$ cat src/rtl/imem_loader.sv
// Boot-time instruction memory loader: packs a little-endian byte stream into 32-bit words,
// writes them through a single port and holds the CPU until the image is complete.
module imem_loader #(
   parameter int ADDR_W = 5,
   parameter int DEPTH  = 32
) (
   input  logic              clk,
   input  logic              reset,
   input  logic              start,
   input  logic [ADDR_W:0]   num_words,
   input  logic              in_valid,
   input  logic [7:0]        in_byte,
   output logic              in_ready,
   output logic              imem_we,
   output logic [ADDR_W-1:0] imem_waddr,
   output logic [31:0]       imem_wdata,
   output logic              cpu_hold,
   output logic              done,
   output logic              error,
   output logic [ADDR_W:0]   word_count
);

   typedef enum logic [1:0] {
      S_IDLE  = 2'd0,
      S_RECV  = 2'd1,
      S_WRITE = 2'd2,
      S_DONE  = 2'd3
   } state_t;

   localparam logic [ADDR_W:0] L_DEPTH = (ADDR_W+1)'(DEPTH);

   state_t            r_state;
   state_t            w_state_nxt;
   logic [ADDR_W:0]   r_num_words;
   logic [ADDR_W:0]   r_word_count;
   logic [ADDR_W-1:0] r_widx;
   logic [1:0]        r_bidx;
   logic [23:0]       r_asm;
   logic [31:0]       r_wdata;
   logic [ADDR_W-1:0] r_waddr;
   logic              r_error;
   logic              r_in_ready;
   logic              r_we;
   logic              r_cpu_hold;
   logic              r_done;
   logic              w_in_ready_nxt;
   logic              w_we_nxt;
   logic              w_cpu_hold_nxt;
   logic              w_done_nxt;
   logic              w_accept;
   logic              w_bad_num;
   logic [ADDR_W:0]   w_count_inc;

   assign w_accept    = in_valid & r_in_ready;
   assign w_bad_num   = (num_words > L_DEPTH);
   assign w_count_inc = r_word_count + (ADDR_W+1)'(1'b1);

   // State register; control outputs are registered from the next-state decode
   always_ff @(posedge clk or negedge reset) begin
      if (!reset) begin
         r_state    <= S_IDLE;
         r_in_ready <= 1'b0;
         r_we       <= 1'b0;
         r_cpu_hold <= 1'b0;
         r_done     <= 1'b0;
      end else begin
         r_state    <= w_state_nxt;
         r_in_ready <= w_in_ready_nxt;
         r_we       <= w_we_nxt;
         r_cpu_hold <= w_cpu_hold_nxt;
         r_done     <= w_done_nxt;
      end
   end

   // Next-state logic
   always_comb begin
      w_state_nxt = r_state;
      case (r_state)
         S_IDLE: begin
            if (start) begin
               if ((num_words == {(ADDR_W+1){1'b0}}) || w_bad_num) begin
                  w_state_nxt = S_DONE;
               end else begin
                  w_state_nxt = S_RECV;
               end
            end else begin
               w_state_nxt = S_IDLE;
            end
         end
         S_RECV: begin
            if (w_accept && (r_bidx == 2'd3)) begin
               w_state_nxt = S_WRITE;
            end else begin
               w_state_nxt = S_RECV;
            end
         end
         S_WRITE: begin
            if (w_count_inc == r_num_words) begin
               w_state_nxt = S_DONE;
            end else begin
               w_state_nxt = S_RECV;
            end
         end
         S_DONE:  w_state_nxt = S_IDLE;
         default: w_state_nxt = S_IDLE;
      endcase
   end

   // Output decode of the upcoming state
   always_comb begin
      w_in_ready_nxt = 1'b0;
      w_we_nxt       = 1'b0;
      w_cpu_hold_nxt = 1'b0;
      w_done_nxt     = 1'b0;
      case (w_state_nxt)
         S_RECV: begin
            w_in_ready_nxt = 1'b1;
            w_cpu_hold_nxt = 1'b1;
         end
         S_WRITE: begin
            w_we_nxt       = 1'b1;
            w_cpu_hold_nxt = 1'b1;
         end
         S_DONE:  w_done_nxt = 1'b1;
         default: w_done_nxt = 1'b0;
      endcase
   end

   // Datapath: byte packing, write word/address capture, counters and sticky error
   always_ff @(posedge clk or negedge reset) begin
      if (!reset) begin
         r_num_words  <= {(ADDR_W+1){1'b0}};
         r_word_count <= {(ADDR_W+1){1'b0}};
         r_widx       <= {ADDR_W{1'b0}};
         r_bidx       <= 2'd0;
         r_asm        <= 24'd0;
         r_wdata      <= 32'd0;
         r_waddr      <= {ADDR_W{1'b0}};
         r_error      <= 1'b0;
      end else begin
         case (r_state)
            S_IDLE: begin
               if (start) begin
                  r_num_words  <= num_words;
                  r_error      <= w_bad_num;
                  r_word_count <= {(ADDR_W+1){1'b0}};
                  r_widx       <= {ADDR_W{1'b0}};
                  r_bidx       <= 2'd0;
               end
            end
            S_RECV: begin
               if (w_accept) begin
                  r_bidx <= r_bidx + 2'd1;
                  case (r_bidx)
                     2'd0:    r_asm[7:0]   <= in_byte;
                     2'd1:    r_asm[15:8]  <= in_byte;
                     2'd2:    r_asm[23:16] <= in_byte;
                     default: begin
                        // The write-port registers change only when a full word is ready
                        r_wdata <= {in_byte, r_asm};
                        r_waddr <= r_widx;
                     end
                  endcase
               end
            end
            S_WRITE: begin
               r_widx       <= r_widx + ADDR_W'(1'b1);
               r_word_count <= w_count_inc;
            end
            default: begin
               r_bidx <= 2'd0;
            end
         endcase
      end
   end

   assign in_ready   = r_in_ready;
   assign imem_we    = r_we;
   assign imem_waddr = r_waddr;
   assign imem_wdata = r_wdata;
   assign cpu_hold   = r_cpu_hold;
   assign done       = r_done;
   assign error      = r_error;
   assign word_count = r_word_count;

endmodule
$ cat config.mk
export PLATFORM = sky130hd
export DESIGN_NAME = imem_loader
export DESIGN_NICKNAME = d
export VERILOG_FILES = /design/src/rtl/imem_loader.sv
export SDC_FILE = /design/constraint.sdc
export NUM_CORES = 1
export LEC_CHECK = 0
export ABC_AREA = 1
export BUFFER_PORTS_ARGS = -buffer_cell sky130_fd_sc_hd__buf_2
export CAP_MARGIN = 5
export CORE_UTILIZATION = 30
export CTS_BUF_LIST = sky130_fd_sc_hd__clkbuf_4 sky130_fd_sc_hd__clkbuf_8
export DETAILED_ROUTE_END_ITERATION = 12
export PLACE_DENSITY = 0.52
export SYNTH_ARGS = -nofsm -noshare
export SYNTH_HDL_FRONTEND = slang
export SYNTH_SLANG_ARGS = --single-unit
$ cat constraint.sdc
create_clock -name clk -period 2.7 [get_ports clk]
set_clock_uncertainty 0.15 [all_clocks]
set_input_delay 0.675 -clock clk [delete_from_list [all_inputs] [get_ports clk]]
set_output_delay 0.675 -clock clk [all_outputs]
set_load 0.02 [all_outputs]
# Yosys cells after proc, flatten, opt, wreduce, memory -nomap -nowiden

Cells that the tools add are included.

Register bits: 87
Input bits: 18
Output and inout bits: 48
Logic and storage cells: 65

$add $sub $neg: 3
$lt $le $gt $ge: 1
Equal/unequal tests: 12
Multiplexer cells: 16
Bitwise gates (word level): 3
Reductions and logical operators: 15

Operators by type and width:

| cell                  | number |
|---|---|
| $reduce_and A3 Y1     | 5 |
| $eq A2 B2 Y1 const B  | 6 |
| $mux W2               | 6 |
| $pmux W6 S2           | 1 |
| $pmux W5 S2           | 1 |
| $pmux W2 S4           | 1 |
| $add A6 B1 Y6 const B | 1 |
| $eq A2 B1 Y1 const B  | 3 |
| $eq A6 B6 Y1          | 1 |
| $gt A6 B6 Y1 const B  | 1 |
| $logic_not A6 Y1      | 1 |
| $mux W6               | 1 |
| $pmux W2 S3           | 1 |
| $add A5 B1 Y5 const B | 1 |
| $mux W5               | 1 |
| $logic_not A2 Y1      | 2 |
| $mux W1               | 4 |
| $ne A2 B2 Y1 const B  | 2 |
| $reduce_and A2 Y1     | 2 |
| $reduce_or A3 Y1      | 1 |
| $add A2 B1 Y2 const B | 1 |
| $not A1 Y1            | 2 |
| $reduce_bool A2 Y1    | 1 |
| $reduce_or A2 Y1      | 1 |
| other kinds (3)       | 3 |

# Logic depth before layout (Yosys ltp)

Depth after elaboration: 8
Mapped depth: 14
Gate-level depth less buffers: 14

# Worst setup path after synthesis

No wires, ideal clock.

Path type: flip-flop to flip-flop
Start point: reg r_word_count[0] (netlist: word_count[0])
End point: reg r_cpu_hold (netlist: cpu_hold)
Library setup time: 0.113 ns
Arrival: 1.671 ns
Required time: 2.437 ns
Path slack: 0.766 ns
Stages on the path, launching flop included: 13
Buffers on the path: 0
Clock period less this slack: 1.934 ns
Path through: dfrtp_1 ha_1 inv_1 nand2_1 nand3_1 nor2_1 nand3_1 nor2_1 nand2_1 nand2_1 nor2_1 ha_1 inv_1

Longest elaborated chain between the ends: 7
Elaborated cells on any way between the ends: 8
Classes of those cells: 1 x add/sub; 3 x eq/ne; 3 x mux; 1 x reduce/logical

RTL lines:

| item                                         | line | text |
|---|---|---|
| start: declaration                           | 35   | `logic [ADDR_W:0] r_word_count;` |
| start signal: assignment                     | 133  | `r_word_count <= {(ADDR_W+1){1'b0}};` |
| start signal: assignment                     | 146  | `r_word_count <= {(ADDR_W+1){1'b0}};` |
| start signal: assignment                     | 168  | `r_word_count <= w_count_inc;` |
| $add A6 B1 Y6 *                              | 56   | `assign w_count_inc = r_word_count + (ADDR_W+1)'(1'b1);` |
| $eq A6 B6 Y1 *                               | 98   | `if (w_count_inc == r_num_words) begin` |
| $mux W2 *                                    | 98   |  |
| $pmux W2 S4 *                                | 78   | `case (r_state)` |
| $eq A2 B2 Y1 or $eq A2 B1 Y1 (tied branches) | 115  | `case (w_state_nxt)` |
| $reduce_or A2 Y1 (no line) *                 | -    |  |
| $mux W1 *                                    | 115  |  |
| net w_cpu_hold_nxt                           | 48   | `logic w_cpu_hold_nxt;` |
| end signal: assignment                       | 70   | `r_cpu_hold <= w_cpu_hold_nxt;` |
| end: declaration                             | 44   | `logic r_cpu_hold;` |

Mark *: on every way through the listed nets, which the timed path passes. The rest lies on a longest branch.
A chain may end at the register's enable or synchronous reset.

# Worst setup path after layout

Ends and elaborated chain as after synthesis.

==> impl_metrics.toml <==
[run_status]
run_status = "completed"

[layout]
final_cell_count_no_fill = 591
layout-area-overhead-vs-synth_pct = 19.95
seqCellArea_um2 = 2177
multi_input_area_um2 = 1333
fin_nets = 446
drive_above_1_share_pct = 28.13
filler_cell_count = 1226
num_antenna_cells = 0

[clock_tree]
cts_hold_buf = 0
ctsResizeCount = 0
clk_transition_reported_paths_ps = 90
worst_skew_pair.late_latency_ps = 350
cts_sinks = 87
postCtsSetupRepairBufs = 0
cts_inserted_buffers = 9
cts_max_path_buffers = 2
root_buffer = "clkbuf_8"
cts_tree = "built"
cts_max_level = 3

[timing]
timing_max_transition_violations_final = 0
timing.setup.tns_ps = 0
timing.final.crit_period_ps = 2073
timing_worst_slew_pin_value_ps = 513.1
rsz0062_at_grt = "false"
finalSetupViolations = 0
timing.fmax_mhz = 482.4
fin_worst_hold_slack_ps = 84.16
timing.final.crit_share_pct = 76.78
worst_slew_margin_rel_pct = 65.71
hold_viol = 0

[worst_setup_path]
reg2reg_setup_slack_ps = 630
critPathMaxFanout = 8
worstSetupPathType = "flop to flop"
cp-end-kind = "flop"
r2r_start = "word_count[0]"
worstRegToRegCells = 14
arrival_ps = 2180
crit_required_ps = 2810
cp-start-kind = "flop"
critical_path.cell_chain = "ha_1 > inv_1 > nand2_1 > nand2_1 > nand2_1 > nand2_1 > inv_1 > nand3_1 > nor2_1 > nand2_1 > nand2_1 > nor2_1 > ha_1 > inv_1"
timing.critical_path.mode_cell = "nand2_1"
slowest_stage = "dfrtp_1"
worstReg2RegEnd = "cpu_hold"
crit_path_max_incr_delay_ps = 500

[floorplanning]
die_w_um = 113.3
dieArea_um2 = 12840
initial_core_util_pct = 30.83
core.rowCount = 40
core_um2 = 12060
die_h_um = 113.3
top_level_ports = 66

[synthesis]
synth_top_cell_by_area = "dfrtp_1"
most_repeated_cell_in_the_gate_level_netlist_after_synthesis = "dfrtp_1"
synth.cell_area_um2 = 3719
ys.warnings.count = 0
synth.top_cells.by_area = "dfrtp_1 59%, mux2_4 10%, nand2_1 7.8%"
synth_seq_cells = 87
synth_cells = 345
async_flop_share_pct = 100.0
synthDominantCellAreaShare_pct = 58.55
postSynthNetCount = 373
synth_top_cells_by_count = "87 x dfrtp_1, 77 x nand2_1, 38 x o21ai_0, 35 x inv_1, 26 x mux2_4"
postSynthAreaPerCell_um2 = 10.78
yosysSeqAreaShare_pct = 58.55
unique_cell_type_count_in_the_yosys_netlist = 26
synth_edf_count = 0
postSynth.topFlopCell = "dfrtp_1"

[place]
port-buffer-count = 65
dp_hpwl_um = 5480
gp_weighted_congestion = 0.7508
dp.cells = 575

[flow_run]
max_cap_viol_count = 0

[power_and_ir_drop]
sw_pwr_uw = 1883
power.combinational.fraction_pct = 36.2
clock_power_share_pct = 18.8
power_leakage_uw = 0.002351
share_seq_of_total_power_pct = 45.0
power_density_nw_per_um2 = 1107
vdd.ir_drop.worst_uv = 532.5
sw_frac_of_total_pct = 38.12
intPower_uw = 3056

[global_route]
grtUsageTotal_pct = 13.01
congestion_overflow_gr = 0
first_pass_grt_wire_length_um = 12740
grt_pass1_vias = 2461
antenna_found_initial = 0
grt_max_degree = 47

[detailed_routing]
routed_via_density = 4.303
drc = 0
wirelength_per_cell_um = 13.02
finalWirelength_um = 7692
detailroute.via_count = 2543
number_of_iterations_in_the_first_detailed_routing_pass = 4
detail-route-antenna-nets = 0
drt_iter0_drc = 104

[hold_path]
hold_path.class = "input port to asynchronous set/reset pin"
==> worst max-delay path by stage <==
stage / to / from / depth (start not counted) / slack, ps
floorplan: cpu_hold / word_count[0] / 12 / 770
global placement: imem_waddr[0] / in_valid / 6 / 490
detailed placement: imem_wdata[5] / in_valid / 6 / 460
CTS: cpu_hold / word_count[0] / 14 / 610
global route: cpu_hold / word_count[0] / 14 / 420
finish: cpu_hold / word_count[0] / 14 / 630
==> sequential cells by signal, indices dropped and copies added, names as in the netlist <==
signal	count
cpu_hold	1
done	1
error	1
imem_waddr	5
imem_wdata	32
imem_we	1
in_ready	1
r_asm	24
r_bidx	2
r_num_words	6
r_state	2
r_widx	5
word_count	6
==> layout make-up <==
cell class	count	share of cell area (%)
Clock buffer	10	2.945
Multi-Input combinational cell	212	29.87
Clock inverter	6	1.543
Inverter	36	3.029
Tap cell	168	4.712
Sequential cell	87	48.81
Timing Repair Buffer	72	9.088
==> per-stage QoR <==
step	util [%]	worst slack [ps]	cell area (um2)	total power, uW
after floorplan	-	766.4	3719	3464
after global placement	35.32	491.6	4260	4015
after detailed placement	35.32	459.4	4260	4069
after CTS	36.98	606.2	4461	5015
after global routing	36.98	419.5	4461	5318
final	36.98	626.9	4461	4939
==> worst max-delay path, delay by kind of cell, from the launching register on <==
| kind | cells | cell delay (ps) |
|---|---|---|
| flip-flops | 1 | 500 |
| buffers and inverters | 3 | 130 |
| adder cells (fa/ha/maj) | 2 | 570 |
| AND/OR/NAND/NOR | 9 | 610 |
==> per-layer routing <==
layer	vias up	part of all wire (%)	global-route usage, %
li1	1278	-	-
met1	1191	50	18.09
met2	64	43	18.77
met3	10	5.2	4.231
met4	0	1.3	4.912
met5	-	0	0
==> cells by family (layout without fill, tap and decap cells) <==
| kind of cell | Yosys count | after routing | share of synthesized area (%) |
|---|---|---|---|
| XOR/XNOR | 2 | 2 | 0.4711 |
| adder cells (fa/ha/maj) | 10 | 10 | 3.365 |
| flip-flops | 87 | 87 | 58.55 |
| multiplexers | 27 | 27 | 10.77 |
| AO/OA/AOI/OAI | 55 | 55 | 7.739 |
| buffers and inverters | 46 | 124 | 5.619 |
| AND/OR/NAND/NOR | 118 | 118 | 13.49 |
==> power by group through the flow <==
stage          combinational (uW)  sequential [uW]  clock, uW
2_1_floorplan                 944             2520          0
3_3_place_gp                 1780             2240          0
3_5_place_dp                 1810             2250          0
4_1_cts                      1820             2230        965
5_1_grt                      2000             2300       1010
6_report                     1790             2220        927
==> layout by cell type (no fill, tap or decap) <==
cell type and instances:
xor2_1 1, bufinv_16 1, nand3_1 17, buf_12 2, nand3b_1 2, clkbuf_8 9, clkinvlp_4 1, buf_4 6
mux2i_1 1, o21ai_0 38, clkbuf_4 1, o21ai_2 1, xnor2_1 1, o21ai_1 10, inv_1 35, nor2_1 14
nand2_1 77, o22ai_1 2, a211oi_1 1, a21oi_1 2, o32ai_1 1, clkinv_4 2, inv_6 1, inv_2 1
ha_1 10, nand2_2 1, clkinv_2 1, mux2_4 26, dfrtp_1 87, nor2_2 1, buf_2 64, nand4_1 5
nor3_4 1
Note: power is estimated with default switching activity, not from simulation.
